<file path="src/rtl/seq_mult_hs.sv">
// Multi-cycle unsigned shift-and-add multiplier behind a valid/ready accept
// and a one-cycle done pulse; one operation in flight, fixed latency.
module seq_mult_hs #(
  parameter int unsigned DATA_WIDTH   = 8,
  parameter int unsigned RESULT_WIDTH = 16
) (
  input  logic                    clk,
  input  logic                    rst_n,
  input  logic [DATA_WIDTH-1:0]   a,
  input  logic [DATA_WIDTH-1:0]   b,
  input  logic                    valid,
  output logic                    ready,
  output logic [RESULT_WIDTH-1:0] out,
  output logic                    done
);

  localparam int unsigned CW = $clog2(DATA_WIDTH) + 1;
  localparam logic [CW-1:0] LAST_ITER = CW'(DATA_WIDTH - 1);

  if (RESULT_WIDTH < 2 * DATA_WIDTH) begin : g_width_check
    $error("seq_mult_hs: RESULT_WIDTH must be >= 2*DATA_WIDTH");
  end

  typedef enum logic [1:0] {
    S_IDLE = 2'd0,
    S_BUSY = 2'd1,
    S_DONE = 2'd2
  } state_t;

  state_t                  state;
  logic [RESULT_WIDTH-1:0] mcand;
  logic [DATA_WIDTH-1:0]   mplier;
  logic [RESULT_WIDTH-1:0] acc;
  logic [RESULT_WIDTH-1:0] acc_sum;
  logic [CW-1:0]           count;

  // Partial product for the current iteration, also the final value on the last one
  always_comb begin
    acc_sum = acc;
    if (mplier[0]) acc_sum = acc + mcand;
  end

  always_ff @(posedge clk or negedge rst_n) begin
    if (!rst_n) begin
      state  <= S_IDLE;
      mcand  <= '0;
      mplier <= '0;
      acc    <= '0;
      count  <= '0;
      out    <= '0;
      done   <= 1'b0;
    end else begin
      case (state)
        S_IDLE: begin
          done <= 1'b0;
          if (valid) begin
            mcand  <= RESULT_WIDTH'(a);
            mplier <= b;
            acc    <= '0;
            count  <= '0;
            state  <= S_BUSY;
          end
        end
        S_BUSY: begin
          acc    <= acc_sum;
          mcand  <= mcand << 1;
          mplier <= mplier >> 1;
          count  <= count + CW'(1);
          if (count == LAST_ITER) begin
            out   <= acc_sum;
            done  <= 1'b1;
            state <= S_DONE;
          end
        end
        S_DONE: begin
          done  <= 1'b0;
          state <= S_IDLE;
        end
        default: begin
          done  <= 1'b0;
          state <= S_IDLE;
        end
      endcase
    end
  end

  assign ready = (state == S_IDLE);

endmodule

</file>
<file path="config.mk">
export PLATFORM = sky130hd
export DESIGN_NAME = seq_mult_hs
export DESIGN_NICKNAME = d
export VERILOG_FILES = /design/src/rtl/seq_mult_hs.sv
export SDC_FILE = /design/constraint.sdc
export NUM_CORES = 1
export LEC_CHECK = 0
export CAP_MARGIN = 0
export CORE_MARGIN = 10
export CORE_UTILIZATION = 45
export DETAILED_ROUTE_END_ITERATION = 8
export PLACE_DENSITY = 0.64
export SLEW_MARGIN = 40
export SYNTH_ARGS = -nofsm -noshare
export SYNTH_HDL_FRONTEND = slang
export SYNTH_SLANG_ARGS = --single-unit
</file>
<file path="constraint.sdc">
create_clock -name clk -period 2.8 [get_ports clk]
set_input_delay 0.56 -clock clk [delete_from_list [all_inputs] [get_ports clk]]
set_output_delay 0.56 -clock clk [all_outputs]
set_load 0.005 [all_outputs]
</file>
==> results of run 1 <==
-- routing by layer --
layer | track usage, % | up-vias
li1 | - | 1310
met1 | 18.7 | 1314
met2 | 24.2 | 57
met3 | 3.53 | 12
met4 | 6.87 | 0
met5 | 0 | -
-- sequential cells by signal, indices dropped and copies added, names as in the netlist --
signal,flops
out,16
done,1
count,4
mcand,16
state,2
mplier,8
acc,16
-- Yosys cell counts, drive strengths merged --
library cell / number
fa: 1
nand2: 50
a2bb2oi: 1
and3: 3
a21o: 7
a22o: 19
xnor2: 6
nand3: 4
a21oi: 24
a21bo: 1
a21boi: 1
inv: 6
nor2: 19
ha: 16
xor2: 7
a211oi: 3
buf: 2
clkbuf: 16
o21a: 2
a221oi: 1
o22ai: 2
nand2b: 1
nand3b: 1
o311ai: 1
nor4b: 1
o21bai: 1
mux2i: 8
nor2b: 2
o211ai: 4
nor3: 3
a22oi: 13
a211o: 1
o21ai: 37
dfrtp: 63
o31ai: 6
nor3b: 1
a31oi: 1
o311a: 1
-- report_power, final --
part	total (W)	leakage, nW	internal, W	switching, W
sequential	0.00158	0.819	0.00127	0.000301
combinational	0.00207	0.900	0.000958	0.00112
clock	0.000793	0.100	0.000432	0.000361
total	0.00444	1.82	0.00266	0.00178
-- per-stage QoR --
stage               setup slack [ns]  utilization, %  hold slack [ns]
finish                         0.212            55.7            0.229
global route                  0.0331            55.7            0.278
CTS                            0.239            55.7            0.255
detailed placement             0.248            53.1            0.461
global placement               0.333            53.1            0.453
floorplan                      0.399               -            0.264
-- logic make-up (layout without fill, tap and decap cells) --
group	count (synthesis)	after routing	synth area share, %
flops	63	63	47.8
simple gates	85	85	11.1
compound gates	126	126	25.8
mux	8	8	2.43
fa+ha+maj	17	17	6.67
buf+inv	24	69	2.81
xor+xnor	13	13	3.45
-- worst max path at each step --
| stage | startpoint | end | depth (start not counted) |
|---|---|---|---|
| after floorplan | mcand[0] | out[12] | 9 |
| after global placement | mcand[0] | out[12] | 9 |
| after detailed placement | mcand[0] | out[12] | 9 |
| after CTS | mcand[0] | out[12] | 9 |
| after global routing | mcand[0] | out[12] | 9 |
| final | mcand[0] | out[12] | 9 |
-- cells in the final DEF, fill, tap and decap left out, types with 3 or more instances in the layout --
master / count
dfrtp_1: 63
nand2_1: 50
o21ai_0: 37
clkdlybuf4s50_1: 35
a21oi_1: 24
nor2_1: 19
a22o_1: 19
ha_1: 16
a22oi_1: 13
clkbuf_8: 10
buf_4: 10
mux2i_1: 8
a21o_1: 7
xor2_1: 7
inv_1: 6
xnor2_1: 6
nand3_1: 4
o211ai_1: 4
o31ai_1: 4
a211oi_1: 3
and3_1: 3
clkinv_2: 3
-- area by class of cell --
type                    instances  area, µm²
clock buffers                  12        145
clock inverters                 4       45.0
fillers                       662       3180
inverters                       6       22.5
multi-input cells             249       1640
flip-flops and latches         63       1580
well taps                      99        124
repair buffers                 47        450
==> impl_results.md, run 1 <==
- Tot Pwr: 0.00444 W
- Critical path class: flip-flop to flip-flop
- Routed WL: 7930 µm
- DR top layer: met4
- Via count: 2693
- Clock Root Buffer: clkbuf_8
- DR iter-0 viols: 104
- Hold Crit Class: input pin to async pin
- Final Cell Area: 0.00400 mm²
- Worst Tran Pin Value: 0.647 ns
- #FFs+latches synth: 63
- Gr ovfl total: 0
- Setup TNS: 0 ns
- Syn Inst Count: 336
- Core area: 0.00718 mm²
- Final number of setup-violating endpoints: 0
- Clk sinks: 63
- CTS tree: yes
- Clk Latency, worst-skew pair: 0.35 ns
- Sequential share of the synthesized area: 47.8%
- Post-synth cell types: 41
- Vias in the first global route: 2777
- R2r setup slk: 0.21 ns
- CP top delay family: compound AO/OA/AOI/OAI gates
- IO Pins: 37
- Max Root-Sink Buffers: 2
- Metal-1 WL: 3640 µm
- CP max stage delay: 0.41 ns
- Largest net degree at the start of global routing: 37
- Post-CTS setup buffer count: 0
- Num CTS Buffers: 9
- Worst-path fanout max: 3
- Post-Syn Area: 0.00330 mm²
- R2R depth: 9
- CP Cell Sequence: ha_1 > fa_1 > a21o_1 > a221oi_2 > nor3_2 > o31ai_4 > nor3b_2 > o311ai_1 > o21a_1
- CP bufs+invs: 0
- Die X: 106 µm
- Rel. slew slack: 56.8%
- Synth top area share: 47.8%
- Die height: 106 µm
- Clock slew at reported path FFs: 0.08 ns
- Critical path endpoint category: flip-flop
- First-pass GRT wire length: 13800 µm
- Top cells by area, synth: dfrtp_1 48%, ha_1 6.1%, nand2_1 5.7%
- Peak supply drop: 0.435 mV
- Synth warn: 0
- Area Overhead vs Synth: 21.2%
- First-pass DRT Iterations: 4
- Initial Util: 46.0%
- Worst R2R Start: mcand[0]
- Non-Filler Instances: 480
- Critical Path RT: 3.05 ns
- Initial antenna violation count: 0
- Outcome: finished clean
- Num rows: 31
- Leakage power: 1.82 nW
- Antenna-violating nets left: 0
- Post-CTS resize count: 0
- Met3 routed WL: 374 µm
- CP max-delay cell: dfrtp_1
- Antenna diode count: 0
- Die Area: 0.0112 mm²
- Hold Vio Cnt, Final: 0
- Placed Area: 0.00381 mm²
- F_max: 386 MHz
- Mean post-synth cell area: 9.82 µm²
- Largest area contributor in the netlist: dfrtp_1
- Placed cell count: 464
- CTS Hold Buffers Added: 0
- DR WL/cell: 16.5 µm
- Power Density: 1110 mW/mm²
- Crit share post-route: 92.4%
- HPWL after DPL: 5630 µm
- Max Cap Viol: 0
- Placer Congestion: 0.897
- Unrepaired setup endpoints after global routing: false
- All-Layer GR Usage: 15.0%
- H-tree Lvls: 3
- Min Tclk post-route: 2.59 ns
- Met2 wire len: 3770 µm
- Share of layout cells above drive strength 1: 8.92%
- Setup Skew: 0.00952 ns
- Drt drc: 0
- Pins over their slew limit: 0
- Post-synth net total: 372
- Final net count: 412
- PortBufs: 36
- Vias/cell: 5.61
- Worst setup SP type: flip-flop
- Critical path arrival: 2.84 ns
- FF-to-FF End: out[12]
Note: power is estimated with default switching activity, not from simulation.
==> inputs of run 2 (changes only) <==
--- a/config.mk
+++ b/config.mk
@@ -8,8 +8,9 @@
 export CAP_MARGIN = 0
 export CORE_MARGIN = 10
 export CORE_UTILIZATION = 45
+export CTS_CLUSTER_SIZE = 24
 export DETAILED_ROUTE_END_ITERATION = 8
-export PLACE_DENSITY = 0.64
+export PLACE_DENSITY = 0.66
 export SLEW_MARGIN = 40
 export SYNTH_ARGS = -nofsm -noshare
 export SYNTH_HDL_FRONTEND = slang
==> run 2 against run 1 <==
Worst setup slack better by 0.061 ns. Clock-buffer cell count is 1 lower. Sequential share of layout area is 0.39 points higher. Global-route usage is 0.067 points higher. Sequential power hardly changed. Hold slack better by 0.024 ns. Clock power is 16% lower. Critical path type unchanged. Via count is 1.1% lower. Die area stayed put. Critical endpoint unchanged.
==> impl_results.md, run 2 (same netlist as run 1, synthesis figures left out) <==
- Num rows: 31 (unchanged)
- Antenna-violating nets left: 0 (unchanged)
- Setup Skew: 0.0106 ns (was 0.00952 ns)
- DR WL/cell: 16.4 µm (was 16.5 µm)
- Die X: 106 µm (unchanged)
- Die height: 106 µm (unchanged)
- Clk sinks: 63 (unchanged)
- Vias in the first global route: 2726 (was 2777)
- Most frequent cells in the layout: 63 x dfrtp_1, 50 x nand2_1, 37 x o21ai_0 (unchanged)
- Placed Area: 0.00380 mm² (was 0.00381 mm²)
- Power Density: 1090 mW/mm² (was 1110 mW/mm²)
- Via count: 2664 (was 2693)
- Antenna diode count: 0 (unchanged)
- First-pass GRT wire length: 13800 µm (about the same)
- Leakage power: 1.80 nW (was 1.82 nW)
- Final net count: 411 (was 412)
- CTS tree: yes (unchanged)
- H-tree Lvls: 3 (unchanged)
- Final Cell Area: 0.00396 mm² (was 0.00400 mm²)
- Registers with the most flip-flops: acc x16, mcand x16, out x16 (unchanged)
- Min Tclk post-route: 2.53 ns (was 2.59 ns)
- First-pass DRT Iterations: 4 (unchanged)
- Worst-path fanout max: 3 (unchanged)
- Critical Path RT: 3.03 ns (was 3.05 ns)
- CP top delay family: compound AO/OA/AOI/OAI gates (unchanged)
- Initial Util: 46.0% (unchanged)
- Fillers: 653 (was 662)
- Setup TNS: 0 ns (unchanged)
- All-Layer GR Usage: 15.1% (was 15.0%)
- Clock Root Buffer: clkbuf_8 (unchanged)
- Max Root-Sink Buffers: 2 (unchanged)
- Pins over their slew limit: 0 (unchanged)
- IO Pins: 37 (unchanged)
- Outcome: finished clean (unchanged)
- CP max-delay cell: fa_1 (was dfrtp_1)
- Max Cap Viol: 0 (unchanged)
- Largest net degree at the start of global routing: 37 (unchanged)
- Worst Tran Pin Value: 0.816 ns (was 0.647 ns)
- Hold Vio Cnt, Final: 0 (unchanged)
- Initial antenna violation count: 0 (unchanged)
- Core area: 0.00718 mm² (unchanged)
- Worst setup SP type: flip-flop (unchanged)
- Die Area: 0.0112 mm² (unchanged)
- R2R depth: 9 (unchanged)
- DR iter-0 viols: 98 (was 104)
- Crit share post-route: 90.3% (was 92.4%)
- Rel. slew slack: 45.4% (was 56.8%)
- Placer Congestion: 0.892 (was 0.897)
- PortBufs: 36 (unchanged)
- Final number of setup-violating endpoints: 0 (unchanged)
- F_max: 396 MHz (was 386 MHz)
- Drt drc: 0 (unchanged)
- CTS Hold Buffers Added: 0 (unchanged)
- Post-CTS resize count: 0 (unchanged)
- Peak supply drop: 0.445 mV (was 0.435 mV)
- Hold Crit Class: input pin to async pin (unchanged)
- Register area: 0.00158 mm² (unchanged)
- Vias/cell: 5.56 (was 5.61)
- Unrepaired setup endpoints after global routing: false (unchanged)
- Clk Latency, worst-skew pair: 0.34 ns (was 0.35 ns)
- Critical path class: flip-flop to flip-flop (unchanged)
- CP Cell Sequence: ha_1 > fa_1 > a21o_1 > a221oi_2 > nor3_2 > o31ai_4 > nor3b_2 > o311ai_1 > o21a_1 (unchanged)
- Leading cell type in the layout, fill and taps excluded: dfrtp_1 (unchanged)
- Critical path endpoint category: flip-flop (unchanged)
- CP max stage delay: 0.42 ns (was 0.41 ns)
- Gr ovfl total: 0 (unchanged)
- Post-CTS setup buffer count: 0 (unchanged)
- HPWL after DPL: 5610 µm (was 5630 µm)
- CP bufs+invs: 0 (unchanged)
- Multi-input logic area: 0.00164 mm² (about the same)
- WP depth: 9 (unchanged)
- Clock slew at reported path FFs: 0.07 ns (was 0.08 ns)
- Critical path arrival: 2.76 ns (was 2.84 ns)
- Num CTS Buffers: 9 (unchanged)
- Share of layout cells above drive strength 1: 8.95% (was 8.92%)
- Routed WL: 7860 µm (was 7930 µm)
- Area Overhead vs Synth: 20.0% (was 21.2%)
run 2: changes by cell type in the layout (fill, tap and decap cells not counted), sizes merged:
cell / change
clkbuf: -1
bufinv: -1
buf: -1
clkinv: +2
run 2: path summary, 6_finish.rpt:
path                            startpoint   endpoint  slack (ns)
worst max-delay path              mcand[0]    out[12]        0.27
worst min-delay path                 rst_n  mplier[0]        0.25
worst max register to register    mcand[0]    out[12]        0.27
worst min register to register      out[7]     out[7]        0.48
max in group asynchronous            rst_n   state[1]        1.92
min in group clk                    out[7]     out[7]        0.48
run 2: per-layer routing:
layer	global-route usage [%]	wire, µm	vias to the layer above
met2	22.1	3660	59
li1	-	-	1295
met3	4.93	444	7
met4	6.38	102	0
met1	20.0	3650	1303
met5	0	0	-
run 2: report_power, final:
part           total, W  internal (W)  switching, W
registers       0.00156       0.00127      0.000286
logic           0.00209      0.000950       0.00114
clock network  0.000668      0.000314      0.000354
total           0.00432       0.00254       0.00178
run 2: stage by stage:
step / hold slack [ns] / power, W / cells / setup WS [ns] / util (%)
6_report: 0.253 / 0.00432 / 479 / 0.272 / 55.2
5_1_grt: 0.297 / 0.00472 / 479 / 0.104 / 55.2
4_1_cts: 0.266 / 0.00436 / 479 / 0.262 / 55.2
3_5_place_dp: 0.469 / 0.00368 / 463 / 0.280 / 53.0
3_3_place_gp: 0.453 / 0.00362 / 463 / 0.343 / 53.0
2_1_floorplan: 0.264 / 0.00294 / 336 / 0.399 / -
run 2: area by class of cell:
type                       count  share of cell area [%]
clock buffer                  11                    3.32
tap                           99                    3.13
multi-input combinational    249                    41.4
sequential                    63                    39.8
inverter                       6                   0.569
clock inverter                 5                   0.632
timing repair buffer          46                    11.2
==> inputs of run 3 (changes only) <==
--- a/config.mk
+++ b/config.mk
@@ -10,7 +10,9 @@
 export CORE_UTILIZATION = 45
 export CTS_CLUSTER_SIZE = 24
 export DETAILED_ROUTE_END_ITERATION = 8
+export GPL_TIMING_DRIVEN = 1
 export PLACE_DENSITY = 0.66
+export RECOVER_POWER = 25
 export SLEW_MARGIN = 40
 export SYNTH_ARGS = -nofsm -noshare
 export SYNTH_HDL_FRONTEND = slang
==> run 3 against run 2 <==
Flip-flop and latch count is the same. Final cell count did not move. Utilization fell by 0.23 points. Cell area fell by 0.41%. Largest power group unchanged. Sequential power hardly changed. Power hardly changed. Combinational power hardly changed.
==> impl_results.md, run 3 (same netlist as run 1, synthesis figures left out) <==
- First-pass GRT wire length: 13800 µm (unchanged)
- Critical path arrival: 2.77 ns (was 2.76 ns)
- CP max stage delay: 0.42 ns (about the same)
- Critical path class: flip-flop to flip-flop (unchanged)
- Post-CTS resize count: 0 (unchanged)
- Registers with the most flip-flops: acc x16, mcand x16, out x16 (unchanged)
- DR WL/cell: 16.4 µm (about the same)
- Setup Skew: 0.0109 ns (was 0.0106 ns)
- Largest net degree at the start of global routing: 37 (unchanged)
- Antenna-violating nets left: 0 (unchanged)
- Clock slew at reported path FFs: 0.07 ns (about the same)
- Critical Path RT: 3.03 ns (about the same)
- F_max: 393 MHz (was 396 MHz)
- Gr ovfl total: 0 (unchanged)
- Clk sinks: 63 (unchanged)
- Die height: 106 µm (unchanged)
- Fin util: 55.0% (was 55.2%)
- Via count: 2663 (was 2664)
- Placed Area: 0.00380 mm² (unchanged)
- Critical path endpoint category: flip-flop (unchanged)
- PortBufs: 36 (unchanged)
- Initial antenna violation count: 0 (unchanged)
- Hold Vio Cnt, Final: 0 (unchanged)
- Clock Root Buffer: clkbuf_8 (unchanged)
- Worst Tran Pin Value: 1.48 ns (was 0.816 ns)
- R2R depth: 9 (unchanged)
- Drt drc: 0 (unchanged)
- Pins over their slew limit: 0 (unchanged)
- Max Root-Sink Buffers: 2 (unchanged)
- Vias/cell: 5.56 (about the same)
- Num CTS Buffers: 9 (unchanged)
- Worst-path fanout max: 3 (unchanged)
- Post-CTS setup buffer count: 0 (unchanged)
- Area Overhead vs Synth: 19.5% (was 20.0%)
- Rel. slew slack: 1.31% (was 45.4%)
- Layer with the highest usage: met2 (unchanged)
- Worst setup SP type: flip-flop (unchanged)
- Leakage power: 1.79 nW (was 1.80 nW)
- Non-Filler Instances: 479 (unchanged)
- Outcome: finished clean (unchanged)
- CTS tree: yes (unchanged)
- CP top delay family: compound AO/OA/AOI/OAI gates (unchanged)
- HPWL after DPL: 5610 µm (unchanged)
- Vias in the first global route: 2726 (unchanged)
- Initial Util: 46.0% (unchanged)
- Hold_sp: out[7]
- Share of layout cells above drive strength 1: 8.68% (was 8.95%)
- Final Cell Area: 0.00394 mm² (was 0.00396 mm²)
- Max Cap Viol: 0 (unchanged)
- Min Tclk post-route: 2.54 ns (was 2.53 ns)
- FF-to-FF End: out[12] (unchanged)
- Crit share post-route: 90.8% (was 90.3%)
- IO Pins: 37 (unchanged)
- Met3 usage: 4.93% (unchanged)
- Unrepaired setup endpoints after global routing: false (unchanged)
- Hold WS: 0.476 ns (was 0.253 ns)
- Fillers: 655 (was 653)
- CP Cell Sequence: ha_1 > fa_1 > a21o_1 > a221oi_2 > nor3_2 > o31ai_4 > nor3b_2 > o311ai_1 > o21a_1 (unchanged)
- Routed WL: 7840 µm (was 7860 µm)
- Power Density: 1090 mW/mm² (about the same)
- Die Area: 0.0112 mm² (unchanged)
- Setup TNS: 0 ns (unchanged)
- Final number of setup-violating endpoints: 0 (unchanged)
- Hold Crit Class: flip-flop to flip-flop (was input pin to async pin)
- CTS Hold Buffers Added: 0 (unchanged)
- Placer Congestion: 0.892 (unchanged)
- CP bufs+invs: 0 (unchanged)
- First-pass DRT Iterations: 4 (unchanged)
- Num rows: 31 (unchanged)
- Leading cell type in the layout, fill and taps excluded: dfrtp_1 (unchanged)
- Core area: 0.00718 mm² (unchanged)
- Antenna diode count: 0 (unchanged)
- Peak supply drop: 0.443 mV (was 0.445 mV)
- DR iter-0 viols: 113 (was 98)
- Most frequent cells in the layout: 63 x dfrtp_1, 50 x nand2_1, 37 x o21ai_0 (unchanged)
- GRT met2 Usage: 22.1% (unchanged)
- Die X: 106 µm (unchanged)
- R2r setup slk: 0.26 ns (was 0.27 ns)
- CP max-delay cell: fa_1 (unchanged)
- Worst R2R Start: mcand[0] (unchanged)
- All-Layer GR Usage: 15.1% (unchanged)
- Clk Latency, worst-skew pair: 0.34 ns (about the same)
- Hold Path Sink: out[7]
- Final net count: 411 (unchanged)
- H-tree Lvls: 3 (unchanged)
- GRT met1 Usage: 20.0% (unchanged)
- Placed cell count: 463 (unchanged)
- Hold Path Stages: 2
[run 3: stage by stage]
step,total power [W],setup slack [ns]
2_1_floorplan,0.00294,0.399
3_3_place_gp,0.00362,0.343
3_5_place_dp,0.00368,0.280
4_1_cts,0.00436,0.262
5_1_grt,0.00471,0.104
6_report,0.00431,0.258
[run 3: cell type report]
cell class	count	area, µm²	area share [%]
clock inverters	5	25.0	0.635
multi-input cells	249	1640	41.5
repair buffers	46	427	10.8
flip-flops and latches	63	1580	40.0
clock buffers	11	131	3.33
inverters	6	22.5	0.571
well taps	99	124	3.14
[run 3: worst max path at each step]
| stage | from | end | slack [ns] | cells after the start |
|---|---|---|---|---|
| final | mcand[0] | out[12] | 0.26 | 9 |
| after floorplan | mcand[0] | out[12] | 0.40 | 9 |
| after global placement | mcand[0] | out[12] | 0.34 | 9 |
| after detailed placement | mcand[0] | out[12] | 0.28 | 9 |
| after global routing | mcand[0] | out[12] | 0.10 | 9 |
| after CTS | mcand[0] | out[12] | 0.26 | 9 |
[run 3: worst register-to-register path, delay by kind of cell (launching register included)]
| family | cells | cell delay, ns |
|---|---|---|
| AO/OA/AOI/OAI | 5 | 1.02 |
| adder cells (fa/ha/maj) | 2 | 0.67 |
| flip-flops | 1 | 0.40 |
| AND/OR/NAND/NOR | 2 | 0.34 |
[run 3: routing by layer]
layer	vias up	wire length (µm)	share of wire, %
met2	61	3630	46
met5	-	0	0
li1	1296	-	-
met3	10	468	6.0
met4	0	131	1.7
met1	1296	3610	46
[run 3: where the power goes]
group          leakage [nW]  internal, W  switching, W
clock                0.0866     0.000314      0.000350
combinational         0.888     0.000949       0.00114
sequential            0.819      0.00127      0.000284
total                  1.79      0.00254       0.00178
